$ cat src/rtl/mm2s_rd_arbiter_if.sv
// Bundle of requester-side and read-engine-side signals for the 2:1 MM2S read arbiter.
// Requester k owns slice k of every per-requester bus.
interface mm2s_rd_arbiter_if #(
    parameter int AXI_ADDR_WIDTH = 42,
    parameter int AXI_ID_WIDTH   = 1,
    parameter int RX_SIZE_WIDTH  = 10
);
    // requester side
    logic [1:0]                  i_req_addr_req;
    logic [2*AXI_ADDR_WIDTH-1:0] i_req_addr;
    logic [2*RX_SIZE_WIDTH-1:0]  i_req_size;
    logic [2*AXI_ID_WIDTH-1:0]   i_req_id;
    logic [1:0]                  i_req_data_ready;
    logic [1:0]                  o_req_addr_ready;
    logic [1:0]                  o_req_data_req;
    logic [1:0]                  o_req_done;
    // shared read engine
    logic                        o_mm2s_addr_req;
    logic [AXI_ADDR_WIDTH-1:0]   o_mm2s_addr;
    logic [RX_SIZE_WIDTH-1:0]    o_mm2s_size;
    logic [AXI_ID_WIDTH-1:0]     o_mm2s_req_id;
    logic                        i_mm2s_addr_ready;
    logic                        i_mm2s_done;
    logic                        i_mm2s_data_req;
    logic                        o_mm2s_data_ready;
    // status
    logic [1:0]                  o_grant;
    logic                        o_busy;
    logic                        o_timeout;
    logic                        o_timeout_id;

    // arbiter view
    modport slave (
        input  i_req_addr_req, i_req_addr, i_req_size, i_req_id, i_req_data_ready,
        input  i_mm2s_addr_ready, i_mm2s_done, i_mm2s_data_req,
        output o_req_addr_ready, o_req_data_req, o_req_done,
        output o_mm2s_addr_req, o_mm2s_addr, o_mm2s_size, o_mm2s_req_id, o_mm2s_data_ready,
        output o_grant, o_busy, o_timeout, o_timeout_id
    );

    // environment view (requesters + engine)
    modport master (
        output i_req_addr_req, i_req_addr, i_req_size, i_req_id, i_req_data_ready,
        output i_mm2s_addr_ready, i_mm2s_done, i_mm2s_data_req,
        input  o_req_addr_ready, o_req_data_req, o_req_done,
        input  o_mm2s_addr_req, o_mm2s_addr, o_mm2s_size, o_mm2s_req_id, o_mm2s_data_ready,
        input  o_grant, o_busy, o_timeout, o_timeout_id
    );
endinterface

$ cat src/rtl/mm2s_rd_arbiter.sv
// Round-robin 2:1 arbiter sharing one MM2S read engine between two requesters.
// One owner at a time: address phase, data phase, one release cycle, then idle.
// Optional data-phase watchdog enabled by defining MM2S_ARB_TIMEOUT_EN.
module mm2s_rd_arbiter #(
    parameter int AXI_ADDR_WIDTH = 42,
    parameter int AXI_ID_WIDTH   = 1,
    parameter int RX_SIZE_WIDTH  = 10,
    parameter int TIMEOUT_CYCLES = 4096
) (
    input  logic                clk,
    input  logic                reset,
    mm2s_rd_arbiter_if.slave    bus
);
    localparam int AW = AXI_ADDR_WIDTH;
    localparam int IW = AXI_ID_WIDTH;
    localparam int SW = RX_SIZE_WIDTH;

    typedef enum logic [1:0] {S_IDLE, S_ADDR, S_DATA, S_RELEASE} state_t;

    state_t state_q, state_d;
    logic   owner_q, owner_d;           // index of the current owner
    logic   last_grant_q, last_grant_d; // index of the last requester to finish
    logic   done_q;                     // previous-cycle i_mm2s_done
    logic   done_edge;
    logic   to_hit;                     // watchdog expiry this cycle

    logic          own_req;
    logic          own_data_ready;
    logic [AW-1:0] own_addr;
    logic [SW-1:0] own_size;
    logic [IW-1:0] own_id;

    assign done_edge      = bus.i_mm2s_done & ~done_q;
    assign own_req        = owner_q ? bus.i_req_addr_req[1]   : bus.i_req_addr_req[0];
    assign own_data_ready = owner_q ? bus.i_req_data_ready[1] : bus.i_req_data_ready[0];
    assign own_addr       = owner_q ? bus.i_req_addr[2*AW-1:AW] : bus.i_req_addr[AW-1:0];
    assign own_size       = owner_q ? bus.i_req_size[2*SW-1:SW] : bus.i_req_size[SW-1:0];
    assign own_id         = owner_q ? bus.i_req_id[2*IW-1:IW]   : bus.i_req_id[IW-1:0];

    // state, ownership and done-edge registers
    always_ff @(posedge clk) begin
        if (reset) begin
            state_q      <= S_IDLE;
            owner_q      <= 1'b0;
            last_grant_q <= 1'b1;   // requester 0 wins the first contest
            done_q       <= 1'b0;
        end else begin
            state_q      <= state_d;
            owner_q      <= owner_d;
            last_grant_q <= last_grant_d;
            done_q       <= bus.i_mm2s_done;
        end
    end

    // next-state: round-robin pick in idle, handshake/abort in addr, done edge or watchdog in data
    always_comb begin
        state_d      = state_q;
        owner_d      = owner_q;
        last_grant_d = last_grant_q;
        case (state_q)
            S_IDLE: begin
                if (|bus.i_req_addr_req) begin
                    // on contention the requester that did not go last wins
                    owner_d = (&bus.i_req_addr_req) ? ~last_grant_q : bus.i_req_addr_req[1];
                    state_d = S_ADDR;
                end
            end
            S_ADDR: begin
                // the handshake wins over a same-cycle request drop
                if (bus.i_mm2s_addr_ready)
                    state_d = S_DATA;
                else if (!own_req)
                    state_d = S_IDLE;
            end
            S_DATA: begin
                if (done_edge || to_hit)
                    state_d = S_RELEASE;
            end
            S_RELEASE: begin
                last_grant_d = owner_q;
                state_d      = S_IDLE;
            end
            default: state_d = S_IDLE;
        endcase
    end

    // route the owner's signals; everything not owned stays at 0
    always_comb begin
        bus.o_req_addr_ready  = 2'b00;
        bus.o_req_data_req    = 2'b00;
        bus.o_req_done        = 2'b00;
        bus.o_mm2s_addr_req   = 1'b0;
        bus.o_mm2s_addr       = '0;
        bus.o_mm2s_size       = '0;
        bus.o_mm2s_req_id     = '0;
        bus.o_mm2s_data_ready = 1'b0;
        bus.o_grant           = 2'b00;
        bus.o_busy            = (state_q != S_IDLE);
        case (state_q)
            S_ADDR: begin
                bus.o_grant[owner_q]          = 1'b1;
                bus.o_mm2s_addr_req           = 1'b1;
                bus.o_mm2s_addr               = own_addr;
                bus.o_mm2s_size               = own_size;
                bus.o_mm2s_req_id             = own_id;
                bus.o_req_addr_ready[owner_q] = bus.i_mm2s_addr_ready;
            end
            S_DATA: begin
                bus.o_grant[owner_q]        = 1'b1;
                bus.o_mm2s_data_ready       = own_data_ready;
                bus.o_req_data_req[owner_q] = bus.i_mm2s_data_req;
                bus.o_req_done[owner_q]     = bus.i_mm2s_done;
            end
            default: ;
        endcase
    end

`ifdef MM2S_ARB_TIMEOUT_EN
    localparam int CNT_W = $clog2(TIMEOUT_CYCLES + 1);

    logic [CNT_W-1:0] cnt_q, cnt_d;
    logic             timeout_q, timeout_d;
    logic             timeout_id_q, timeout_id_d;

    // expiry on the TIMEOUT_CYCLES-th data cycle; a real done edge takes precedence
    assign to_hit = (state_q == S_DATA) && (cnt_q == CNT_W'(TIMEOUT_CYCLES - 1)) && !done_edge;

    // watchdog: count data-phase cycles, latch the stuck owner on expiry
    always_comb begin
        cnt_d        = cnt_q;
        timeout_d    = timeout_q;
        timeout_id_d = timeout_id_q;
        if (state_q == S_ADDR)
            cnt_d = '0;             // so the first data cycle sees 0
        else if (state_q == S_DATA)
            cnt_d = cnt_q + 1'b1;
        if (to_hit) begin
            timeout_d    = 1'b1;
            timeout_id_d = owner_q;
        end
    end

    // watchdog registers; the flag is sticky until reset
    always_ff @(posedge clk) begin
        if (reset) begin
            cnt_q        <= '0;
            timeout_q    <= 1'b0;
            timeout_id_q <= 1'b0;
        end else begin
            cnt_q        <= cnt_d;
            timeout_q    <= timeout_d;
            timeout_id_q <= timeout_id_d;
        end
    end

    assign bus.o_timeout    = timeout_q;
    assign bus.o_timeout_id = timeout_id_q;
`else
    logic unused_timeout_cfg;
    assign unused_timeout_cfg = (TIMEOUT_CYCLES > 0);
    assign to_hit             = 1'b0;
    assign bus.o_timeout      = 1'b0;
    assign bus.o_timeout_id   = 1'b0;
`endif

endmodule

$ cat src/flat_wrapper.sv
// flat-port wrapper written by rule: the top's interface ports become plain ports
module mm2s_rd_arbiter_flat 
#(
    parameter int AXI_ADDR_WIDTH = 42,
    parameter int AXI_ID_WIDTH   = 1,
    parameter int RX_SIZE_WIDTH  = 10,
    parameter int TIMEOUT_CYCLES = 4096
)
  (clk, reset, bus_i_req_addr_req, bus_i_req_addr, bus_i_req_size, bus_i_req_id, bus_i_req_data_ready, bus_i_mm2s_addr_ready, bus_i_mm2s_done, bus_i_mm2s_data_req, bus_o_req_addr_ready, bus_o_req_data_req, bus_o_req_done, bus_o_mm2s_addr_req, bus_o_mm2s_addr, bus_o_mm2s_size, bus_o_mm2s_req_id, bus_o_mm2s_data_ready, bus_o_grant, bus_o_busy, bus_o_timeout, bus_o_timeout_id);
  mm2s_rd_arbiter_if #(.AXI_ADDR_WIDTH(AXI_ADDR_WIDTH), .AXI_ID_WIDTH(AXI_ID_WIDTH), .RX_SIZE_WIDTH(RX_SIZE_WIDTH)) bus_i ();
  input  logic clk;
  input  logic reset;
  input wire logic [$bits(bus_i.i_req_addr_req)-1:0] bus_i_req_addr_req;
  input wire logic [$bits(bus_i.i_req_addr)-1:0] bus_i_req_addr;
  input wire logic [$bits(bus_i.i_req_size)-1:0] bus_i_req_size;
  input wire logic [$bits(bus_i.i_req_id)-1:0] bus_i_req_id;
  input wire logic [$bits(bus_i.i_req_data_ready)-1:0] bus_i_req_data_ready;
  input wire logic [$bits(bus_i.i_mm2s_addr_ready)-1:0] bus_i_mm2s_addr_ready;
  input wire logic [$bits(bus_i.i_mm2s_done)-1:0] bus_i_mm2s_done;
  input wire logic [$bits(bus_i.i_mm2s_data_req)-1:0] bus_i_mm2s_data_req;
  output wire logic [$bits(bus_i.o_req_addr_ready)-1:0] bus_o_req_addr_ready;
  output wire logic [$bits(bus_i.o_req_data_req)-1:0] bus_o_req_data_req;
  output wire logic [$bits(bus_i.o_req_done)-1:0] bus_o_req_done;
  output wire logic [$bits(bus_i.o_mm2s_addr_req)-1:0] bus_o_mm2s_addr_req;
  output wire logic [$bits(bus_i.o_mm2s_addr)-1:0] bus_o_mm2s_addr;
  output wire logic [$bits(bus_i.o_mm2s_size)-1:0] bus_o_mm2s_size;
  output wire logic [$bits(bus_i.o_mm2s_req_id)-1:0] bus_o_mm2s_req_id;
  output wire logic [$bits(bus_i.o_mm2s_data_ready)-1:0] bus_o_mm2s_data_ready;
  output wire logic [$bits(bus_i.o_grant)-1:0] bus_o_grant;
  output wire logic [$bits(bus_i.o_busy)-1:0] bus_o_busy;
  output wire logic [$bits(bus_i.o_timeout)-1:0] bus_o_timeout;
  output wire logic [$bits(bus_i.o_timeout_id)-1:0] bus_o_timeout_id;
  assign bus_i.i_req_addr_req = bus_i_req_addr_req;
  assign bus_i.i_req_addr = bus_i_req_addr;
  assign bus_i.i_req_size = bus_i_req_size;
  assign bus_i.i_req_id = bus_i_req_id;
  assign bus_i.i_req_data_ready = bus_i_req_data_ready;
  assign bus_i.i_mm2s_addr_ready = bus_i_mm2s_addr_ready;
  assign bus_i.i_mm2s_done = bus_i_mm2s_done;
  assign bus_i.i_mm2s_data_req = bus_i_mm2s_data_req;
  assign bus_o_req_addr_ready = bus_i.o_req_addr_ready;
  assign bus_o_req_data_req = bus_i.o_req_data_req;
  assign bus_o_req_done = bus_i.o_req_done;
  assign bus_o_mm2s_addr_req = bus_i.o_mm2s_addr_req;
  assign bus_o_mm2s_addr = bus_i.o_mm2s_addr;
  assign bus_o_mm2s_size = bus_i.o_mm2s_size;
  assign bus_o_mm2s_req_id = bus_i.o_mm2s_req_id;
  assign bus_o_mm2s_data_ready = bus_i.o_mm2s_data_ready;
  assign bus_o_grant = bus_i.o_grant;
  assign bus_o_busy = bus_i.o_busy;
  assign bus_o_timeout = bus_i.o_timeout;
  assign bus_o_timeout_id = bus_i.o_timeout_id;
  mm2s_rd_arbiter #(.AXI_ADDR_WIDTH(AXI_ADDR_WIDTH), .AXI_ID_WIDTH(AXI_ID_WIDTH), .RX_SIZE_WIDTH(RX_SIZE_WIDTH), .TIMEOUT_CYCLES(TIMEOUT_CYCLES)) u_core (.clk(clk), .reset(reset), .bus(bus_i));
endmodule
$ cat config.mk
export PLATFORM = sky130hd
export DESIGN_NAME = mm2s_rd_arbiter_flat
export DESIGN_NICKNAME = d
export VERILOG_FILES = /design/src/rtl/mm2s_rd_arbiter_if.sv /design/src/rtl/mm2s_rd_arbiter.sv /design/src/flat_wrapper.sv
export SDC_FILE = /design/constraint.sdc
export NUM_CORES = 1
export LEC_CHECK = 0
export ABC_AREA = 1
export CORE_MARGIN = 5
export CORE_UTILIZATION = 22
export CTS_CLUSTER_DIAMETER = 30
export DETAILED_ROUTE_END_ITERATION = 16
export PLACE_DENSITY = 0.78
export SLEW_MARGIN = 20
export SYNTH_ARGS = -nofsm -noshare
export SYNTH_HDL_FRONTEND = slang
export SYNTH_SLANG_ARGS = --single-unit
$ cat constraint.sdc
create_clock -name clk -period 1.27 [get_ports clk]
set_input_delay 0.127 -clock clk [delete_from_list [all_inputs] [get_ports clk]]
set_output_delay 0.127 -clock clk [all_outputs]
set_load 0.02 [all_outputs]
==> flow_metrics.tcl <==
set metrics [dict create \
    diodes 0 \
    clock_latency_ns 0.23 \
    h-tree-depth 1 \
    fmax_mhz 682.9 \
    skew_ns 0.004221 \
    synthMuxAreaShare_pct 0 \
    period_needed_ns 1.464 \
    cp.depth 6 \
    antenna_found_initial 0 \
    synth_compound_area_share_pct 25.00 \
    coreArea_sq_um 5473 \
    cp-endpoint "bus_o_req_addr_ready[0]" \
    yosys.area_share.simple_pct 43.57 \
    yosysWarnings 0 \
    dr_total_vias 2222 \
    hold_path_class "flop to flop" \
    critPathMaxFanout 5 \
    cts_buffers 3 \
    cts_tree "done" \
    fp.dieW_um 84.66 \
    endpoint_kind "primary output" \
    placed_area_sq_um 3321 \
    required_ns 1.14 \
    firstDrtPassIters 4 \
    pin_count 181 \
    slew_viol_final 0 \
    dieArea_sq_um 7166 \
    fin_ws_ns -0.1944 \
    path_cells "inv_2 -> ha_4 -> buf_4 -> nand2_2 -> nor2_1 -> buf_4" \
    p_per_area_nw_per_um2 1620 \
    syn2layout_area_growth_pct 186.2 \
    synth-xor-area-share_pct 0 \
    rsz0062_at_grt "yes" \
    vdd_drop_max_uv 1301 \
    synth_top_family_by_area "simple AND/OR/NAND/NOR gates" \
    syn_area_sq_um 1226 \
    cts-root-buf "clkbuf_8" \
    wl_per_cell_um 15.04 \
    synth_top_cells_by_area "nor2_1 35%, o21ai_0 23%, dfxtp_1 8.2%, ha_1 6.1%, buf_6 4.6%" \
    max_cap_violations 0 \
    clk_path_buf_depth 2 \
    synth_cell_types 24 \
    fin_nets 551 \
    yosysTopAreaCell "nor2_1" \
    dp_hpwl_mm 5.921 \
    rr_worst_depth 9 \
    synth_top_cell_area_share_pct 34.90 \
    finalCritPeriodShare_pct 115.3 \
    num_rows 27 \
    finalHoldViolations 0 \
    synthAdderAreaFrac_pct 6.122 \
    ant_nets 0 \
    violations "negative setup slack" \
    crit_family "buffers and inverters" \
    crit_path_start_kind "flop" \
    avgSynthCellArea_sq_um 4.984 \
    drc 0 \
    reg2reg_to "u_core.state_q[0]$_SDFFE_PP0P_" \
    routed_wl_mm 7.534 \
    detailedRoute.firstIterationViolations 89 \
    critPathSlowestCell "dfxtp_2" \
    start_util_pct 22.41 \
    regToRegSetupSlack_ns -0.06 \
    grt_max_degree 29 \
    setup_violations 64 \
    total_power_w 0.005687 \
    grt_usage_pct 19.29 \
    cp_slowest_stage_delay_ns 0.31 \
    fin_area_sq_um 3510 \
    cp_common_cell "buf_4" \
    port-buffer-count 178 \
    place_congestion 0.8612 \
    ys_ff_latch 5 \
    status "complete, but fails checks" \
    overflow 0 \
    clk_pin_slew_ns 0.04 \
    syn_inst 246 \
    grt_pass1_wl_mm 11.37 \
    first_global_vias 2174 \
    path_class "flop to primary output" \
    crit_arrival_ns 1.34 \
    p_leak_nw 1.550 \
    synth-seq-area-share_pct 8.163 \
    drive_above_1_share_pct 38.69 \
    die_h_um 84.66 \
    via_per_inst 4.435 \
    critPathBufInv 3 \
    cts_num_sinks 5 \
]
-- worst register-to-register path: cells and delay by family, from the launching register on --
family	cells	cell delay, ns
compound gates	1	0.11
simple gates	4	0.36
flops	1	0.31
fa+ha+maj	1	0.21
buf+inv	3	0.27
-- stage by stage --
| stage | setup slack (ns) | util [%] | instances | setup TNS [ns] | hold slack [ns] |
|---|---|---|---|---|---|
| final | -0.1944 | 64.13 | 501 | -8.921 | 0.4837 |
| after floorplan | -0.02257 | - | 247 | -0.04515 | 0.1821 |
| after CTS | -0.2200 | 62.62 | 501 | -9.557 | 0.4890 |
| after global routing | -0.2895 | 64.13 | 501 | -12.50 | 0.5102 |
| after detailed placement | -0.3996 | 60.68 | 495 | -22.73 | 0.4828 |
| after global placement | -0.3717 | 60.68 | 495 | -21.42 | 0.4727 |
-- worst min path at each step --
stage	startpoint	end	cells past startpoint
after floorplan	reset	u_core.state_q[0]$_SDFFE_PP0P_	1
after global routing	u_core.last_grant_q$_SDFFE_PP1N_	u_core.last_grant_q$_SDFFE_PP1N_	2
after CTS	u_core.last_grant_q$_SDFFE_PP1N_	u_core.last_grant_q$_SDFFE_PP1N_	2
after global placement	u_core.last_grant_q$_SDFFE_PP1N_	u_core.last_grant_q$_SDFFE_PP1N_	2
after detailed placement	u_core.last_grant_q$_SDFFE_PP1N_	u_core.last_grant_q$_SDFFE_PP1N_	2
final	u_core.last_grant_q$_SDFFE_PP1N_	u_core.last_grant_q$_SDFFE_PP1N_	2
-- per-layer routing --
metal	GRT usage, %	share of wire (%)	vias to the layer above
met2	36.23	53	106
li1	-	-	1140
met4	5.324	2.0	0
met5	0	0	-
met1	21.75	37	965
met3	4.024	7.2	11
-- final cells by class --
class / count / area [sq um]
clock buffer: 4 / 45.04
fill: 502 / 1963
sequential: 5 / 108.9
timing repair buffer: 199 / 2061
multi-input combinational: 204 / 1136
inverter: 17 / 68.82
tap: 72 / 90.09
-- placed cells by master, fill, tap and decap left out, types with 4 or more instances in the layout --
cell | synthesis | routed
buf_6 | 5 | 47
inv_1 | 15 | 10
ha_4 | 0 | 4
nand2_1 | 11 | 9
o21ai_1 | 0 | 49
inv_2 | 1 | 5
o21ai_0 | 56 | 5
clkdlybuf4s50_1 | 0 | 114
nor2_1 | 114 | 63
buf_4 | 4 | 30
nor2_2 | 1 | 52
buf_12 | 0 | 7
-- power breakdown --
group	internal (W)	switching, W	leakage (nW)
sequential	0.000215	0.0000521	0.0429
clock	0.000217	0.0000907	0.0228
combinational	0.00248	0.00263	1.48
total	0.00292	0.00277	1.55
-- timing repair --
action	4_1_cts	5_1_grt
pin swaps	14	10
gates cloned	1	1
buffers inserted	1	0
resized for setup	403	38
setup endpoints to repair	66	64
hold buffers	0	0
-- cells by family (layout without fill, tap and decap cells) --
kind of cell / after synthesis / after routing
buffers and inverters: 38 / 220
DFF: 5 / 5
adders and majority gates: 6 / 6
and+or+nand+nor: 136 / 136
AOI/OAI and AO/OA: 60 / 60
other: 1 / 2
-- cell usage after synthesis --
cell type and instances:
nor2_1 114, o21ai_0 56, inv_1 15, nand2_1 11
ha_1 6, buf_6 5, clkbuf_1 5, clkbuf_2 5
dfxtp_1 5, buf_4 4, nor3_1 4, a21oi_1 2
buf_2 2, nand3_1 2, a21oi_2 1, conb_1 1
inv_2 1, inv_4 1, nand2_2 1, nand3_2 1
nand4_1 1, nor2_2 1, o211ai_1 1, or2_2 1
Note: power is estimated with default switching activity, not from simulation.
